**config.mk**
```make
export PLATFORM = sky130hd
export DESIGN_NAME = fifo_flags
export DESIGN_NICKNAME = d
export VERILOG_FILES = /design/src/rtl/fifo_flags_pkg.sv /design/src/rtl/fifo_flags_ram.sv /design/src/rtl/fifo_flags.sv
export SDC_FILE = /design/constraint.sdc
export NUM_CORES = 1
export LEC_CHECK = 0
export ABC_AREA = 0
export CAP_MARGIN = 20
export CORE_AREA = 2 2 190 154
export DETAILED_ROUTE_END_ITERATION = 8
export DIE_AREA = 0 0 192 156
export PLACE_DENSITY_LB_ADDON = 0.12
export SYNTH_ARGS = -nofsm -noshare
export SYNTH_HDL_FRONTEND = slang
export SYNTH_SLANG_ARGS = --single-unit
export TNS_END_PERCENT = 10
```
**constraint.sdc**
```tcl
create_clock -name clk -period 2.65 [get_ports clk]
set_clock_uncertainty 0.2 [all_clocks]
set_input_delay 0.53 -clock clk [delete_from_list [all_inputs] [get_ports clk]]
set_output_delay 0.53 -clock clk [all_outputs]
set_load 0.05 [all_outputs]
```
**src/rtl/fifo_flags_pkg.sv**
```systemverilog
// fifo_flags_pkg: derived sizes and parameter legality checks for fifo_flags
package fifo_flags_pkg;
  localparam int DEPTH_LOG2_DEF = 5;
  function automatic int depth_of(int depth_log2);
    return 1 << depth_log2;
  endfunction
  localparam int DEPTH = depth_of(DEPTH_LOG2_DEF);
  function automatic int cnt_w(int depth_log2);
    return depth_log2 + 1;
  endfunction
  function automatic bit levels_ok(int depth_log2, int af_level, int ae_level);
    return af_level >= 1 && af_level <= depth_of(depth_log2) && ae_level >= 0 && ae_level < af_level;
  endfunction
endpackage

```
**src/rtl/fifo_flags_ram.sv**
```systemverilog
// fifo_flags_ram: dual-port storage, synchronous write, asynchronous read, no reset
module fifo_flags_ram #(
  parameter int WIDTH = 9,
  parameter int AW = 5
) (
  input  logic             clk,
  input  logic             we,
  input  logic [AW-1:0]    waddr,
  input  logic [WIDTH-1:0] wdata,
  input  logic [AW-1:0]    raddr,
  output logic [WIDTH-1:0] rdata
);
  logic [WIDTH-1:0] mem [2**AW];
  always_ff @(posedge clk)
    if (we) mem[waddr] <= wdata;
  assign rdata = mem[raddr];
endmodule

```
**src/rtl/fifo_flags.sv**
```systemverilog
// fifo_flags: parametrised FIFO with FWFT/registered read, level flags, count and sticky errors
module fifo_flags
  import fifo_flags_pkg::*;
#(
  parameter int WIDTH = 9,
  parameter int DEPTH_LOG2 = 5,
  parameter int AF_LEVEL = 28,
  parameter int AE_LEVEL = 2,
  parameter int FWFT = 1
) (
  input  logic                  clk,
  input  logic                  rstp,
  input  logic                  flushp,
  input  logic                  clr_err,
  input  logic [WIDTH-1:0]      data_in,
  input  logic                  writep,
  input  logic                  readp,
  output logic [WIDTH-1:0]      data_out,
  output logic                  rd_valid,
  output logic                  emptyp,
  output logic                  fullp,
  output logic                  almost_emptyp,
  output logic                  almost_fullp,
  output logic [DEPTH_LOG2:0]   count,
  output logic                  overflow,
  output logic                  underflow
);
  localparam int CW = cnt_w(DEPTH_LOG2);
  localparam logic [CW-1:0] C1 = CW'(1);
  localparam logic [CW-1:0] FULL_C = CW'(depth_of(DEPTH_LOG2));
  localparam logic [CW-1:0] AF_C = CW'(AF_LEVEL);
  localparam logic [CW-1:0] AE_C = CW'(AE_LEVEL);
  localparam logic [DEPTH_LOG2-1:0] P1 = DEPTH_LOG2'(1);
  if (!levels_ok(DEPTH_LOG2, AF_LEVEL, AE_LEVEL)) begin : g_bad_levels
    $error("fifo_flags: AF_LEVEL must be 1..DEPTH and AE_LEVEL < AF_LEVEL");
  end
  logic [DEPTH_LOG2-1:0] wr_ptr, rd_ptr;
  logic [CW-1:0] cnt_nxt;
  logic wr_acc, rd_acc, wr_en, rd_en;
  logic [WIDTH-1:0] rdata;
  // a write into a full FIFO is only legal when a read frees the slot in the same cycle
  assign wr_acc = writep & (!fullp | readp);
  assign rd_acc = readp & !emptyp;
  assign wr_en = wr_acc & !flushp;
  assign rd_en = rd_acc & !flushp;
  always_comb
    cnt_nxt = flushp ? '0 : (wr_en & !rd_en) ? count + C1 : (rd_en & !wr_en) ? count - C1 : count;
  fifo_flags_ram #(.WIDTH(WIDTH), .AW(DEPTH_LOG2)) u_ram (
    .clk(clk), .we(wr_en), .waddr(wr_ptr), .wdata(data_in), .raddr(rd_ptr), .rdata(rdata)
  );
  // flags come from the next count so they never lag count
  always_ff @(posedge clk or posedge rstp)
    if (rstp) begin
      wr_ptr <= '0;
      rd_ptr <= '0;
      count <= '0;
      emptyp <= 1'b1;
      fullp <= 1'b0;
      almost_emptyp <= 1'b1;
      almost_fullp <= 1'b0;
      overflow <= 1'b0;
      underflow <= 1'b0;
    end else begin
      wr_ptr <= flushp ? '0 : wr_en ? wr_ptr + P1 : wr_ptr;
      rd_ptr <= flushp ? '0 : rd_en ? rd_ptr + P1 : rd_ptr;
      count <= cnt_nxt;
      emptyp <= cnt_nxt == '0;
      fullp <= cnt_nxt == FULL_C;
      almost_emptyp <= cnt_nxt <= AE_C;
      almost_fullp <= cnt_nxt >= AF_C;
      overflow <= (writep & !wr_acc & !flushp) | (overflow & !clr_err);
      underflow <= (readp & !rd_acc & !flushp) | (underflow & !clr_err);
    end
  if (FWFT != 0) begin : g_fwft
    assign data_out = rdata;
    assign rd_valid = !emptyp;
  end else begin : g_reg
    logic [WIDTH-1:0] data_q;
    logic vld_q;
    always_ff @(posedge clk or posedge rstp)
      if (rstp) begin
        data_q <= '0;
        vld_q <= 1'b0;
      end else begin
        vld_q <= rd_en;
        if (rd_en) data_q <= rdata;
      end
    assign data_out = data_q;
    assign rd_valid = vld_q;
  end
endmodule

```
# After elaboration in Yosys (flattened, before gate mapping)
# Memory sizes are Yosys's and may differ from the RTL's.
# Cells that the tools add are included.
[op_classes]
addsub = 4
mul = 0
n_bitwise = 15
order_cmp = 2
n_eq_ne = 1
n_mux = 9
shifts = 0
reduce_logical = 11
n_div = 0
[op_table]
columns = ["operator", "count"]
rows = [
  ["5-bit two-way mux", 4],
  ["6-bit two-way mux", 3],
  ["1-bit AND", 12],
  ["5-bit by 1-bit adder with 5-bit output (second input constant)", 2],
  ["1-bit zero test", 8],
  ["6-bit by 1-bit adder with 6-bit output (second input constant)", 1],
  ["6-bit == test (second input constant)", 1],
  ["6-bit by 5-bit >= comparator with 1-bit output (second input constant)", 1],
  ["6-bit by 2-bit <= comparator with 1-bit output (second input constant)", 1],
  ["6-bit zero test", 1],
  ["6-bit by 1-bit subtractor with 6-bit output (second input constant)", 1],
  ["2-bit nonzero test", 2],
  ["1-bit bitwise OR", 3],
  ["1-bit two-way mux", 2],
]
[totals]
romBits = 0
mem_count = 1
latch_bits = 0
output_inout_bits = 22
in_bits = 15
mem_bits_rw = 288
wordCells = 52
ff_bits = 22
[mem_list]
columns = ["memory", "depth", "width", "rd", "rd_clocked_by_memory_dff", "write_ports", "line", "text"]
rows = [
  ["u_ram.mem", 32, 9, 1, 0, 1, "fifo_flags_ram.sv:13", "logic [WIDTH-1:0] mem [2**AW];"],
]

# Longest topological paths before layout
# Gate-level depths: netlist of the first run.
[logic_depth]
depth_word = 10
mapped_depth = 7
ltp_nobuf = 7

# By module
# A second synthesis of the first run with hierarchy kept.
[unflattened]
hier_cells = 581
area_unflattened_um2 = 12380.6
[modules_own_cells]
columns = ["mod", "instances", "cells_per_inst", "area_per_inst_um2", "seq_area_each_um2"]
rows = [
  ["fifo_flags_ram", 1, 454, 11101.9, 8648.3],
  ["fifo_flags", 1, 127, 1278.7, 553.0],
]

# Least setup slack after synthesis of the first run
# No wires, ideal clock.
[synth_path]
path_type = "flip-flop to output port"
from = "reg rd_ptr[0]"
to = "out data_out[0]"
slack_ns = 0.016
stages_incl_launch_ff = 8
required_ns = 1.920
t_arrival_ns = 1.904
path_cell_list = "dfrtp_1 buf_4 buf_2 buf_2 mux2_2 a21oi_1 o21ai_0 o21a_1"
[synth_via]
elab_chain_len = 1
[synth_rtl]
columns = ["element", "line", "text"]
rows = [
  ["start: declaration", "fifo_flags.sv:37", "logic [DEPTH_LOG2-1:0] wr_ptr, rd_ptr;"],
  ["start signal: assignment", "fifo_flags.sv:65", "rd_ptr <= flushp ? '0 : rd_en ? rd_ptr + P1 : rd_ptr;"],
  ["memory read 32 x 9 bit", "--", ""],
  ["end: declaration", "fifo_flags.sv:18", "output logic [WIDTH-1:0] data_out,"],
]
# No other way between the ends.

# Final worst setup path of the first run
[layout_path]
from = "reg rd_ptr[0]"
to = "out data_out[7]"
# The elaborated chain is that of the path after synthesis.

==> results.py, run 1 <==
metrics = {
    "outcome": {
        "violations": "setup timing",
        "status": "finished with violations",
    },
    "setup_path": {
        "reg2reg_slack_ps": 300,
        "path_class": "flip-flop to output port",
        "startpoint": "rd_ptr[0]",
        "cpLargestDelayFamily": "multiplexers",
        "worstPathRequired_ps": 1920,
        "crit_fanout": 11,
        "r2r_start": "count[0]",
        "slowest_delay_ps": 550,
        "cp.arrival_ps": 2550,
        "cp-end-kind": "output port",
        "crit_chain": "buf_12 -> buf_4 -> mux4_2 -> nand2_1 -> nand3_1 -> o21a_1 -> buf_6",
        "rr_endpoint": "almost_emptyp",
        "cp-start-kind": "flip-flop",
        "reg2regPathDepth": 7,
        "crit_slowest_cell": "mux4_2",
        "crit_buf_inv": 3,
    },
    "synthesis": {
        "netlist_top_cells_count": "edfxtp_1, mux4_2, nor2_1, nand2_1, dfrtp_1",
        "synth_cells": 654,
        "ys_types": 52,
        "syn-num-nets": 676,
        "ys_ff_latch": 310,
        "syn_avg_cell_area_um2": 19.1,
        "synth-main-ff-cell": "edfxtp_1",
        "synthesis.area_mm2": 0.0125,
        "synth_seq_area_share": 0.737,
        "synthMostInstantiatedCell": "edfxtp_1",
        "synth_warnings": 0,
        "synth_edf_count": 288,
        "synth_top_area_share": 0.693,
        "synth_area_leaders": "edfxtp_1, mux4_2, dfrtp_1",
        "async_flop_share": 0.0710,
        "synth_top_area_cell": "edfxtp_1",
    },
    "power_and_ir_drop": {
        "p_leak_nw": 5.03,
        "power_density_mw_per_mm2": 786,
        "max-vdd-ir-drop_mv": 0.518,
    },
    "routing": {
        "routed_wl_um": 28100,
        "antenna_left": 0,
        "detail_route.vias_per_cell": 5.40,
        "drc": 0,
        "wl_per_cell_um": 23.5,
        "drt_iter0_markers": 654,
        "num_vias": 6448,
        "dr.pass1.iters": 5,
    },
    "timing": {
        "hold_violations": 0,
        "max_slew.worst_pin.slew_ps": 803,
        "fin_ws_ps": -632,
        "setup_viol": 9,
        "whs_ps": 215,
        "report.final.slew_viol_count": 0,
        "rsz0062_at_grt": "true",
        "maxSlewHeadroom": 0.464,
        "fin_crit_ps": 3280,
        "max_freq_mhz": 305,
        "fin_crit_sh": 1.24,
    },
    "global_route": {
        "grt_pass1_vias": 6631,
        "grt_pass1_wl_um": 41900,
        "grt_use_total": 0.195,
        "grt_max_degree": 33,
        "grt-ovfl-total": 0,
        "antenna_found_initial": 0,
    },
    "floorplan": {
        "die_area_mm2": 0.0300,
        "initial_core_util": 0.445,
        "die_y_um": 156,
        "die_x_um": 192,
        "io_pins": 37,
        "rows": 55,
        "core_region_area_mm2": 0.0281,
    },
    "clock_tree": {
        "cts.sinks": 310,
        "cts_root_buf": "clkbuf_16",
        "ctsHoldBuffers": 0,
        "clockBufferDepth": 3,
        "cts_max_level": 1,
        "clock_latency_ps": 570,
        "cts_tree": "built",
        "cts_buffers": 31,
        "clk_pin_slew_worst_paths_ps": 60,
    },
    "finish": {
        "fill_cells": 2251,
        "final_core_utilization": 0.540,
        "seq_area_mm2": 0.00921,
        "drive_gt1_frac": 0.340,
        "multiInputGateArea_mm2": 0.00319,
        "syn_to_final_growth_pct": 21.5,
        "num_antenna_cells": 0,
        "nets": 823,
    },
    "flow_run": {
        "max-cap-violations": 0,
    },
    "placed_design": {
        "io_buffers": 36,
        "dp_hpwl_um": 18000,
        "gp_congestion": 0.828,
    },
    "hold_path": {
        "min_path_type": "input port to asynchronous set/reset pin",
    },
}
## registers in the layout (all words and copies together) (netlist names)
name,flops
u_ram.mem,288
almost_emptyp,1
count,6
overflow,1
rd_ptr,5
underflow,1
almost_fullp,1
wr_ptr,5
fullp,1
emptyp,1
## timing repair
action,4_1_cts,5_1_grt
gates cloned,1,0
gates resized for setup,39,13
setup endpoints to repair,12,13
pin swaps,1,7
setup buffers,3,4
## layout make-up
cell class	instances	area share
sequential	310	0.607
clock buffer	39	0.0531
timing repair buffer	149	0.0902
inverter	12	0.00297
clock inverter	16	0.00577
multi-input combinational	297	0.210
tap	370	0.0305
## routing by layer
layer / wire, um / vias up / global-route usage
li1: - / 2897 / -
met5: 0 / - / 0
met1: 13000 / 3354 / 0.289
met3: 1350 / 31 / 0.0317
met4: 352 / 0 / 0.0367
met2: 13300 / 166 / 0.309
## cells in the final DEF (no fill, tap or decap), types with 3 or more instances in the layout
master | Yosys | layout
a21oi_1 | 13 | 9
a21oi_2 | 0 | 4
buf_12 | 0 | 11
buf_4 | 3 | 101
buf_6 | 0 | 10
clkbuf_1 | 14 | 8
clkbuf_16 | 0 | 31
clkdlybuf4s50_1 | 0 | 20
clkinv_1 | 0 | 5
clkinv_2 | 0 | 6
clkinvlp_4 | 0 | 4
dfrtp_1 | 20 | 17
dlygate4sd2_1 | 0 | 3
dlymetal6s2s_1 | 0 | 4
edfxtp_1 | 288 | 288
ha_1 | 7 | 7
inv_1 | 11 | 11
mux2_2 | 9 | 3
mux2_4 | 1 | 7
mux2i_1 | 19 | 11
mux2i_2 | 1 | 5
mux2i_4 | 0 | 4
mux4_2 | 72 | 72
nand2_1 | 29 | 29
nand3_1 | 12 | 12
nand3b_1 | 3 | 3
nand4_1 | 4 | 4
nor2_1 | 58 | 56
nor2b_1 | 5 | 5
o21a_1 | 9 | 9
o21ai_0 | 12 | 4
o21ai_1 | 0 | 6
xnor2_1 | 4 | 4
xor2_1 | 6 | 6
## worst register-to-register path, delay by kind of cell, from the launching register on
family	cells	cell delay, ps
buffers and inverters	1	110
AO/OA/AOI/OAI	3	810
AND/OR/NAND/NOR	1	130
multiplexers	1	310
flip-flops	1	470
adder cells (fa/ha/maj)	1	220
## cells by family (layout without fill, tap and decap cells)
family	Yosys count	in the layout	share of synthesized area
DFF	310	310	0.737
adders and majority gates	7	7	0.00702
AOI/OAI and AO/OA	46	46	0.0270
and+or+nand+nor	132	132	0.0497
xor gates and xnor gates	10	10	0.00702
muxes	102	102	0.156
buffers and inverters	47	216	0.0167
## how the worst max path moves through the flow
stage          cells past startpoint          end  slack, ps
2_1_floorplan                      7  data_out[0]         20
3_3_place_gp                       7  data_out[4]       -160
3_5_place_dp                       7  data_out[3]       -180
4_1_cts                            7  data_out[4]       -680
5_1_grt                            7  data_out[3]       -720
6_report                           7  data_out[7]       -630
## power breakdown
group	switching (W)	leakage [nW]	internal (W)
sequential	0.000109	2.88	0.00545
clock	0.00174	0.428	0.00214
combinational	0.00132	1.72	0.00118
total	0.00316	5.03	0.00877
## through the flow
step | std cells | cell area (um^2) | setup WS (ps) | TNS (ps) | total power (W)
4_1_cts | 1190 | 15100 | -678 | -5880 | 0.0120
6_report | 1193 | 15200 | -632 | -5530 | 0.0119
3_3_place_gp | 1131 | 14100 | -164 | -1550 | 0.00799
3_5_place_dp | 1131 | 14100 | -182 | -1740 | 0.00801
5_1_grt | 1193 | 15200 | -720 | -6320 | 0.0124
2_1_floorplan | 654 | 12500 | 16.3 | 0 | 0.00710
Power figures use the tool's default switching activity.
==> run 2, diff against run 1 <==
--- a/config.mk
+++ b/config.mk
@@ -10,7 +10,7 @@
 export CORE_AREA = 2 2 190 154
 export DETAILED_ROUTE_END_ITERATION = 8
 export DIE_AREA = 0 0 192 156
-export PLACE_DENSITY_LB_ADDON = 0.12
+export PLACE_DENSITY_LB_ADDON = 0.15
 export SYNTH_ARGS = -nofsm -noshare
 export SYNTH_HDL_FRONTEND = slang
 export SYNTH_SLANG_ARGS = --single-unit
==> results.py, run 2 (same netlist as run 1, synthesis figures left out) <==
metrics = {
    "placed_design": {
        "io_buffers": 36,
        "dp_hpwl_um": 17900,
        "placed_cell_area_mm2": 0.0140,
        "gp_congestion": 0.812,
    },
    "floorplan": {
        "io_pins": 37,
        "die_area_mm2": 0.0300,
        "rows": 55,
        "initial_core_util": 0.445,
        "core_region_area_mm2": 0.0281,
        "die_y_um": 156,
        "die_x_um": 192,
    },
    "setup_path": {
        "reg2reg_slack_ps": 320,
        "crit_chain": "buf_12 -> mux4_2 -> mux2_4 -> a21oi_2 -> o21ai_2 -> o21a_1 -> buf_6",
        "worstPathRequired_ps": 1920,
        "cp-start-kind": "flip-flop",
        "cp.arrival_ps": 2590,
        "path_class": "flip-flop to output port",
        "slowest_delay_ps": 510,
        "crit_fanout": 8,
        "cp-end-kind": "output port",
        "crit_slowest_cell": "mux4_2",
    },
    "finish": {
        "layout_common_cells": "edfxtp_1, buf_4, mux4_2",
        "final_core_utilization": 0.541,
        "largest-register": "u_ram.mem",
        "multiInputGateArea_mm2": 0.00322,
        "num_antenna_cells": 0,
        "seq_area_mm2": 0.00921,
        "fill_cells": 2210,
        "fin_area_mm2": 0.0152,
        "final_common_cell": "edfxtp_1",
        "top_regs": "u_ram.mem (288), count (6)",
        "syn_to_final_growth_pct": 21.6,
        "drive_gt1_frac": 0.336,
        "nets": 811,
        "largest_register_ffs": 288,
    },
    "clock_tree": {
        "cts_buffers": 31,
        "cts_root_buf": "clkbuf_16",
        "cts_tree": "built",
        "clk_pin_slew_worst_paths_ps": 60,
        "clockBufferDepth": 3,
        "cts_max_level": 1,
        "cts.sinks": 310,
        "clock_latency_ps": 570,
        "ctsHoldBuffers": 0,
    },
    "outcome": {
        "violations": "setup timing",
        "status": "finished with violations",
    },
    "routing": {
        "wl_per_cell_um": 23.7,
        "num_vias": 6455,
        "routed_wl_um": 28000,
        "drt_iter0_markers": 636,
        "antenna_left": 0,
        "dr.pass1.iters": 5,
        "drc": 0,
        "detail_route.vias_per_cell": 5.46,
    },
    "global_route": {
        "grt_use_total": 0.195,
        "grt_pass1_wl_um": 42500,
        "antenna_found_initial": 0,
        "grt_pass1_vias": 6623,
        "grt-ovfl-total": 0,
        "grt_max_degree": 33,
    },
    "timing": {
        "rsz0062_at_grt": "true",
        "maxSlewHeadroom": 0.592,
        "max_freq_mhz": 301,
        "fin_crit_ps": 3320,
        "setup_viol": 9,
        "fin_ws_ps": -672,
        "max_slew.worst_pin.slew_ps": 611,
        "report.final.slew_viol_count": 0,
        "fin_crit_sh": 1.25,
        "hold_violations": 0,
    },
    "flow_run": {
        "max-cap-violations": 0,
    },
    "hold_path": {
        "min_path_type": "input port to asynchronous set/reset pin",
    },
    "power_and_ir_drop": {
        "max-vdd-ir-drop_mv": 0.543,
        "power_density_mw_per_mm2": 793,
        "p_leak_nw": 4.99,
    },
}
## run 2: cell count changes in the layout (fill, tap and decap cells not counted), moves of 3 or more
cell        delta
buf_6          +3
mux2i_2        -3
clkinvlp_4     -3
a21oi_1        -4
mux2i_1        +4
clkinv_1       +3
buf_4         -17
a21oi_2        +3
o21ai_2        +5
o21ai_1        -4
## run 2: worst paths after layout
check                         endpoint  cells after the start  startpoint
setup / recovery           data_out[5]                      7   rd_ptr[1]
hold / removal               rd_ptr[0]                      2        rstp
setup reg to reg                emptyp                      7    count[0]
hold reg to reg              underflow                      2   underflow
max in group asynchronous       emptyp                      3        rstp
min in group clk             underflow                      2   underflow
## run 2: report_power, final
| part | total (W) | internal (W) | switching (W) |
|---|---|---|---|
| Sequential | 0.00555 | 0.00545 | 0.000106 |
| Clock | 0.00401 | 0.00223 | 0.00178 |
| Combinational | 0.00247 | 0.00116 | 0.00131 |
| Total | 0.0120 | 0.00884 | 0.00320 |
## run 2: metal layers
metal,vias up,GRT usage,wire length (um)
met4,0,0.0494,663
met1,3362,0.301,13400
li1,2884,-,-
met3,42,0.0310,1250
met2,167,0.290,12800
met5,-,0,0
## run 2: repair_timing
item | CTS | global route
pin swaps | 6 | 4
buffers inserted | 5 | 0
gates resized for setup | 43 | 22
setup endpoints to repair | 13 | 12
gates cloned | 1 | 0
## run 2: metrics by stage
stage          TNS [ps]  hold WS (ps)  setup slack (ps)  std cells  total power (W)
4_1_cts           -6080           100              -696       1182           0.0121
6_report          -5750          98.4              -672       1182           0.0120
2_1_floorplan         0           318              16.3        654          0.00710
5_1_grt           -6360           133              -724       1182           0.0125
3_3_place_gp      -1630           321              -161       1120          0.00796
3_5_place_dp      -1840           345              -172       1120          0.00799
## run 2: worst max-delay path: cells and delay by family, from the launching register on
family / cells / cell delay (ps)
flops: 1 / 500
compound gates: 3 / 380
mux: 2 / 820
buf+inv: 2 / 320
## run 2: cell type report
| type | count | share of cell area |
|---|---|---|
| timing repair buffer | 137 | 0.0868 |
| multi-input combinational | 297 | 0.212 |
| inverter | 12 | 0.00297 |
| sequential | 310 | 0.607 |
| clock inverter | 18 | 0.00758 |
| tap | 370 | 0.0305 |
| clock buffer | 38 | 0.0528 |
==> run 3, diff against run 2 <==
--- a/config.mk
+++ b/config.mk
@@ -11,6 +11,7 @@
 export DETAILED_ROUTE_END_ITERATION = 8
 export DIE_AREA = 0 0 192 156
 export PLACE_DENSITY_LB_ADDON = 0.15
+export SLEW_MARGIN = 20
 export SYNTH_ARGS = -nofsm -noshare
 export SYNTH_HDL_FRONTEND = slang
 export SYNTH_SLANG_ARGS = --single-unit
==> results of run 3 <==
Same layout as run 2: the final DEF is identical, and so are final timing and power.
